File: config.mk
export PLATFORM = sky130hd
export DESIGN_NAME = serial_addsub
export DESIGN_NICKNAME = d
export VERILOG_FILES = /design/src/rtl/serial_addsub.sv
export SDC_FILE = /design/constraint.sdc
export NUM_CORES = 1
export LEC_CHECK = 0
export CAP_MARGIN = 20
export CORE_MARGIN = 3
export CORE_UTILIZATION = 52
export DETAILED_ROUTE_END_ITERATION = 12
export HOLD_SLACK_MARGIN = 0.15
export PLACE_DENSITY = 0.79
export SLEW_MARGIN = 20
export SYNTH_ARGS = -nofsm -noshare
export SYNTH_HDL_FRONTEND = slang
export SYNTH_SLANG_ARGS = --single-unit
File: constraint.sdc
create_clock -name clk -period 1.56 [get_ports clk]
set_clock_uncertainty 0.1 [all_clocks]
set_input_delay 0.312 -clock clk [delete_from_list [all_inputs] [get_ports clk]]
set_output_delay 0.312 -clock clk [all_outputs]
set_load 0.03 [all_outputs]
File: src/rtl/serial_addsub.sv
// serial_addsub: bit-serial adder/subtractor.
//
// Both operands are captured on an accepted start pulse. They are then processed
// LSB first, one bit per clock, through a single full-adder cell and a carry
// flip-flop. The WIDTH-bit result and the carry/borrow flag are published
// together with a one-cycle done pulse.
//
// Configuration macro:
//   SERIAL_ADDSUB_SUB_EN  defined   -> sub selects A-B, computed as A + ~B + 1.
//                         undefined -> no subtract hardware is built. sub is
//                                      ignored and every operation is A+B.
//
// Ports:
//   clk        clock, rising edge
//   rst        synchronous, active-high reset
//   start      operation request, sampled only while idle
//   op_a       operand A (addend / minuend), captured on accepted start
//   op_b       operand B (addend / subtrahend), captured on accepted start
//   sub        0 = A+B, 1 = A-B, captured on accepted start
//   busy       high while bits are being processed
//   done       one-cycle pulse in the cycle result/carry_out first show a new value
//   result     last completed result, held until the next done
//   carry_out  add: carry out of the MSB; subtract: borrow (A < B unsigned)

module serial_addsub #(
    parameter int unsigned WIDTH = 8
) (
    input  logic             clk,
    input  logic             rst,
    input  logic             start,
    input  logic [WIDTH-1:0] op_a,
    input  logic [WIDTH-1:0] op_b,
    input  logic             sub,
    output logic             busy,
    output logic             done,
    output logic [WIDTH-1:0] result,
    output logic             carry_out
);

    // Must hold the value WIDTH without wrapping within one operation.
    localparam int unsigned CntW = $clog2(WIDTH + 1);

    typedef enum logic [1:0] {
        StIdle,
        StRun,
        StDone
    } state_e;

    state_e           state_q, state_d;
    logic [WIDTH-1:0] sh_a_q, sh_a_d;
    logic [WIDTH-1:0] sh_b_q, sh_b_d;
    logic [WIDTH-1:0] sh_r_q, sh_r_d;
    logic [WIDTH-1:0] result_q, result_d;
    logic [CntW-1:0]  cnt_q, cnt_d;
    logic             cin_q, cin_d;
    logic             carry_q, carry_d;

    // Full-adder cell signals.
    logic             a_bit;
    logic             b_bit;
    logic             s_bit;
    logic             c_next;
    logic [WIDTH-1:0] sh_r_next;
    logic             last_bit;

`ifdef SERIAL_ADDSUB_SUB_EN
    logic mode_q, mode_d;
`else
    // sub has no function in an add-only build.
    logic unused_sub;
    assign unused_sub = sub;
`endif

    // ------------------------------------------------------------------
    // Bit-serial datapath
    // ------------------------------------------------------------------
    assign a_bit = sh_a_q[0];

`ifdef SERIAL_ADDSUB_SUB_EN
    // Subtraction inverts B; the +1 comes from presetting cin on start.
    assign b_bit = sh_b_q[0] ^ mode_q;
`else
    assign b_bit = sh_b_q[0];
`endif

    assign s_bit     = a_bit ^ b_bit ^ cin_q;
    assign c_next    = (a_bit & b_bit) | (a_bit & cin_q) | (b_bit & cin_q);
    assign sh_r_next = {s_bit, sh_r_q[WIDTH-1:1]};
    assign last_bit  = (cnt_q == CntW'(WIDTH - 1));

    // ------------------------------------------------------------------
    // Next-state and output logic
    // ------------------------------------------------------------------
    always_comb begin
        state_d  = state_q;
        sh_a_d   = sh_a_q;
        sh_b_d   = sh_b_q;
        sh_r_d   = sh_r_q;
        result_d = result_q;
        cnt_d    = cnt_q;
        cin_d    = cin_q;
        carry_d  = carry_q;
`ifdef SERIAL_ADDSUB_SUB_EN
        mode_d   = mode_q;
`endif
        busy     = 1'b0;
        done     = 1'b0;

        unique case (state_q)
            StIdle: begin
                if (start) begin
                    sh_a_d  = op_a;
                    sh_b_d  = op_b;
                    sh_r_d  = '0;
                    cnt_d   = '0;
`ifdef SERIAL_ADDSUB_SUB_EN
                    mode_d  = sub;
                    cin_d   = sub;
`else
                    cin_d   = 1'b0;
`endif
                    state_d = StRun;
                end
            end

            StRun: begin
                busy   = 1'b1;
                cin_d  = c_next;
                sh_r_d = sh_r_next;
                sh_a_d = sh_a_q >> 1;
                sh_b_d = sh_b_q >> 1;
                cnt_d  = cnt_q + CntW'(1);
                if (last_bit) begin
                    // Publish on the edge entering StDone, so the new value and
                    // the done pulse appear in the same cycle. Partial shift
                    // contents never reach the output.
                    result_d = sh_r_next;
`ifdef SERIAL_ADDSUB_SUB_EN
                    // For A + ~B + 1 a missing carry means a borrow.
                    carry_d  = mode_q ? ~c_next : c_next;
`else
                    carry_d  = c_next;
`endif
                    state_d  = StDone;
                end
            end

            StDone: begin
                done    = 1'b1;
                state_d = StIdle;
            end

            default: begin
                state_d = StIdle;
            end
        endcase
    end

    // ------------------------------------------------------------------
    // State registers (synchronous reset)
    // ------------------------------------------------------------------
    always_ff @(posedge clk) begin
        if (rst) begin
            state_q  <= StIdle;
            sh_a_q   <= '0;
            sh_b_q   <= '0;
            sh_r_q   <= '0;
            result_q <= '0;
            cnt_q    <= '0;
            cin_q    <= 1'b0;
            carry_q  <= 1'b0;
`ifdef SERIAL_ADDSUB_SUB_EN
            mode_q   <= 1'b0;
`endif
        end else begin
            state_q  <= state_d;
            sh_a_q   <= sh_a_d;
            sh_b_q   <= sh_b_d;
            sh_r_q   <= sh_r_d;
            result_q <= result_d;
            cnt_q    <= cnt_d;
            cin_q    <= cin_d;
            carry_q  <= carry_d;
`ifdef SERIAL_ADDSUB_SUB_EN
            mode_q   <= mode_d;
`endif
        end
    end

    assign result    = result_q;
    assign carry_out = carry_q;

endmodule

==> results of run 1 <==
[worst paths after layout]
kind	start	to	slack (ns)	cells past startpoint
max reg2reg	state_q[1]	cnt_q[2]	0.06	7
max	state_q[1]	busy	-0.04	3
min	sh_r_q[1]	result[0]	0.38	2
min reg2reg	sh_r_q[1]	result[0]	0.38	2
[metal layers]
metal | vias to the layer above | global-route usage (%) | wire (um)
li1 | 824 | - | -
met2 | 47 | 35.7 | 1920
met5 | - | 0 | 0
met4 | 0 | 5.54 | 38
met1 | 773 | 25.2 | 1820
met3 | 5 | 4.33 | 203
[cell families (layout without fill, tap and decap cells)]
logic type	after synthesis	count (layout)	share of synthesized area (%)
AO/OA/AOI/OAI	76	76	30.7
adder cells (fa/ha/maj)	2	2	1.82
buffers and inverters	32	72	8.56
flip-flops	39	39	43.8
AND/OR/NAND/NOR	54	54	15.1
[power groups by stage]
stage	Combinational, mW	Sequential [mW]	Clock (mW)
4_1_cts	0.275	1.08	0.508
2_1_floorplan	0.181	1.09	0
5_1_grt	0.330	1.08	0.553
3_5_place_dp	0.270	1.10	0
3_3_place_gp	0.261	1.10	0
6_report	0.300	1.08	0.502
[metrics by stage]
stage | utilization, % | hold slack (ns)
after floorplan | - | 0.343
after global placement | 67.7 | 0.351
after detailed placement | 67.7 | 0.358
after CTS | 69.7 | 0.373
after global routing | 72.0 | 0.403
final | 72.0 | 0.376
[cell usage after synthesis (3+ instances only)]
library cell	instances
nor2b_1	4
buf_2	8
o31ai_1	9
nand3_1	11
a21oi_1	31
a22oi_1	9
clkbuf_1	7
nand2_1	4
o221a_2	12
nor2_1	22
nand2b_1	3
inv_1	13
nor3_1	3
dfxtp_1	39
o22a_1	7
[state kept, by name, summed over array words and instances (netlist names)]
name	flops
cin_q	1
result	8
state_q	2
cnt_q	4
sh_b_q	8
sh_r_q	7
carry_out	1
sh_a_q	8
[worst min-delay path, cell delays in order, from the launching register on]
cell,delay (ns)
dfxtp_1,0.33
nand3_1,0.06
a21oi_1,0.05
[timing repair]
| action | 4_1_cts | 5_1_grt |
|---|---|---|
| setup buffers | 1 | 9 |
| pin swaps | 0 | 0 |
| resized for setup | 16 | 4 |
| endpoints found under the setup margin | 11 | 10 |
[final cells by class]
cell class | count | area share (%)
multi-input combinational | 132 | 38.0
tap | 44 | 2.42
clock buffer | 6 | 1.82
sequential | 39 | 34.6
clock inverter | 2 | 0.551
inverter | 13 | 2.31
timing repair buffer | 51 | 20.3
==> flow_summary.ini, run 1 <==
[clock_network]
cts-root-buf = clkbuf_4
cts_tree = done
path_clk_slew_ns = 0.11
postCtsHoldBufs = 0
clk_path_buf_depth = 2
clk_latency_ns = 0.34
cts-buffers-inserted = 5
cts_max_level = 2
cts_sinks = 39

[power]
combPwrFrac_pct = 16.0
finalPower_mw = 1.88
leakage_nw = 0.907
p_sw_mw = 0.501
seqPwrFrac_pct = 57.3
pwr-share-clk_pct = 26.7
peakVddDrop_v = 0.000610
swShare_pct = 26.7
p_int_mw = 1.38
powerDensity_nw_per_um2 = 827

[placed_design]
portBuffers = 29
place_inst = 270
gp_congestion = 0.731
placed_cell_area_sq_um = 2130
hpwl_um = 2690
place_ws_ns = -0.249

[floorplan]
floorplan.die_area_sq_um = 4170
die_x_um = 64.6
start_util_pct = 56.6
rows = 20
coreArea_sq_um = 3150
die_y_um = 64.6
io_pins = 31

[critical_path]
required_ns = 1.15
critPathArrivalTime_ns = 1.18
cp_slowest_cell = dfxtp_2
cp_top_family = flip-flops
start_kind = register
worst-path-buf-inv = 2
slowest_delay_ns = 0.36
worstSetupPathType = register to primary output
crit_path_max_fanout = 6
crit_chain = nand2b_4, clkinvlp_4, buf_6
end_kind = primary output

[timing]
tns_ns = -0.0361
drv_slew = 0
rsz0062_at_grt = yes
finalSetupViolations = 1
period_needed_ns = 1.60
relSlewSlack_pct = 79.8
worst_pin_slew_ns = 0.305
hold_viol_final = 0
fmax_ghz = 0.627
min_period_over_period_pct = 102
fin_ws_ns = -0.0361

[route]
wl_per_cell_um = 13.9
vias_per_cell = 5.75
firstDrtPassIters = 4
antenna_left = 0
drt-total-wl_um = 3990
drc = 0
drtIter0Drc = 146
dr_total_vias = 1649

[min_path]
hp-class = register to register

[global_routing]
grt_max_degree = 27
antenna_found_initial = 0
first_global_vias = 1568
grt_pass1_wl_um = 6910
grt_overflow = 0
grt_use_total_pct = 20.4

[final_layout]
layout.cells.non_filler = 287
fillCellCount = 251
area_growth_pct = 27.3
final_cell_mix = dfxtp_1 (37), a21oi_1 (31), nor2_1 (22)
multi_input_area_sq_um = 862
final_nets = 264
stdcell_area_sq_um = 2270
drive_gt1_share_pct = 22.2
diodes = 0
register_area_sq_um = 786
final_common_cell = dfxtp_1

[logic_synthesis]
ys_seq_area_share_pct = 43.8
synthesis.area_sq_um = 1780
synth-edff-count = 0
synthArstFlopShare_pct = 0
ys_ff_latch = 39
synth_area_leaders = dfxtp_1 (44%), a21oi_1 (8.7%), o221a_2 (7.6%)
syn_avg_cell_area_sq_um = 8.79
synthesis.nets = 225
ys_types = 31
yosysWarnings = 0
synth_flop_cell = dfxtp_1
synth_top_area_share_pct = 43.8
netlist_instances = 203
synth_top_cell_by_area = dfxtp_1

[run_status]
violations = negative setup slack
status = complete, but fails checks

[job]
cap_viol_max_count = 0
No activity file was read; power rests on OpenSTA's default activity.
==> run 2, diff against run 1 <==
GPL_TIMING_DRIVEN = 0   (was default)
clock period = 1.5 ns   (was 1.56 ns; I/O delays follow)
==> run 2 against run 1 <==
First-iteration DRC count up 6.8%. Power up 24%. The flow still finishes with violations (negative setup slack). Via count up 3.8%.
==> flow_summary.ini, run 2 (synthesis results as in run 1) <==
[run_status]
status = complete, but fails checks
violations = negative setup slack

[floorplan]
coreArea_sq_um = 3150
start_util_pct = 56.6
die_x_um = 64.6
die_y_um = 64.6
io_pins = 31
floorplan.die_area_sq_um = 4170
rows = 20

[critical_path]
crit_chain = nand2b_4, inv_4, buf_6, buf_6
cp_slowest_cell = dfxtp_4
required_ns = 1.10
cp_top_family = flip-flops
end_kind = primary output
crit_path_max_fanout = 4
start_kind = register
slowest_delay_ns = 0.40
rr_endpoint = sh_r_q[7]
critPathArrivalTime_ns = 1.18
reg2reg_depth = 6
worstSetupPathType = register to primary output
cp_common_cell = buf_6
worst-path-buf-inv = 3
r2r_start = state_q[0]
r2r_slack_ns = 0.05

[timing]
hold_viol_final = 0
rsz0062_at_grt = yes
worst_pin_slew_ns = 0.469
min_period_over_period_pct = 105
period_needed_ns = 1.58
finalSetupViolations = 2
drv_slew = 0
tns_ns = -0.0958
fin_ws_ns = -0.0777
relSlewSlack_pct = 68.7
fmax_ghz = 0.634

[power]
peakVddDrop_v = 0.000545
leakage_nw = 0.929
powerDensity_nw_per_um2 = 1000

[min_path]
hp-class = register to register
min_to = result[5]
hold_depth = 2
min-delay-start = result[5]

[clock_network]
cts-buffers-inserted = 5
cts_sinks = 39
path_clk_slew_ns = 0.12
cts-root-buf = clkbuf_4
clk_latency_ns = 0.37
cts_max_level = 2
postCtsHoldBufs = 0
clk_path_buf_depth = 2
cts_tree = done

[global_routing]
grt_max_degree = 19
grt_overflow = 0
first_global_vias = 1700
antenna_found_initial = 0
grt_use_total_pct = 24.3
grt_pass1_wl_um = 7810

[route]
drc = 0
drt-total-wl_um = 4710
antenna_left = 0
firstDrtPassIters = 4
vias_per_cell = 5.86
wl_per_cell_um = 16.1
dr_total_vias = 1711
drtIter0Drc = 156

[final_layout]
final_cell_mix = dfxtp_1 (37), a21oi_1 (31), nor2_1 (22)
area_growth_pct = 30.2
diodes = 0
final_util_pct = 73.7
drive_gt1_share_pct = 27.8
final_nets = 269
final_common_cell = dfxtp_1

[placed_design]
portBuffers = 29
gp_congestion = 0.847
hpwl_um = 3060

[job]
cap_viol_max_count = 0
-- run 2: cell count changes in the layout (fill, tap and decap cells not counted), moves of 2 or more --
cell             change
clkbuf_2            +11
buf_4                -9
dlygate4sd2_1        -7
buf_2                +6
bufinv_16            +2
clkbuf_1             +2
clkdlybuf4s15_1      -2
-- run 2: power by group --
| group | switching, mW | leakage (nW) | internal [mW] |
|---|---|---|---|
| sequential | 0.0399 | 0.320 | 1.08 |
| clock | 0.376 | 0.0514 | 0.518 |
| combinational | 0.153 | 0.557 | 0.169 |
| total | 0.570 | 0.929 | 1.76 |
-- run 2: worst max path at each step --
stage,cells after the start,end,slack [ns],from
final,4,busy,-0.08,state_q[1]
after detailed placement,5,done,-0.64,state_q[1]
after global routing,4,busy,-0.12,state_q[1]
after global placement,5,done,-0.61,state_q[1]
after floorplan,4,done,0.07,state_q[1]
after CTS,5,busy,-0.13,state_q[1]
-- run 2: repair_timing --
action | in CTS | in global routing
pin swaps | 0 | 0
resized for setup | 46 | 23
gates cloned | 0 | 1
setup endpoints to repair | 31 | 39
buffers inserted | 6 | 5
-- run 2: routing by layer --
| metal | vias to the layer above | part of all wire [%] | global-route usage, % |
|---|---|---|---|
| met5 | - | 0 | 0 |
| met4 | 0 | 1.9 | 11.1 |
| met3 | 10 | 6.7 | 5.03 |
| met2 | 73 | 48 | 41.5 |
| met1 | 800 | 43 | 29.3 |
| li1 | 828 | - | - |
-- run 2: final cells by class --
type | instances | area [sq um]
tap | 44 | 55.1
inverter | 13 | 51.3
clock inverter | 3 | 67.6
buffer | 15 | 105
clock buffer | 5 | 37.5
timing repair buffer | 40 | 333
multi-input combinational | 133 | 886
fill | 247 | 830
sequential | 39 | 788
-- run 2: through the flow --
step	setup WS (ns)	area (sq um)	hold WS [ns]	power [mW]	std cells
4_1_cts	-0.126	2310	0.377	2.32	287
5_1_grt	-0.125	2320	0.398	2.44	292
3_3_place_gp	-0.609	2140	0.349	1.41	276
6_report	-0.0777	2320	0.374	2.33	292
3_5_place_dp	-0.636	2140	0.359	1.43	276
2_1_floorplan	0.0697	1790	0.343	1.32	203
-- run 2: worst min-delay path: stages (launching register included) --
cell and delay, ns:
dfxtp_1 0.33, o31ai_1 0.06, a21oi_1 0.06
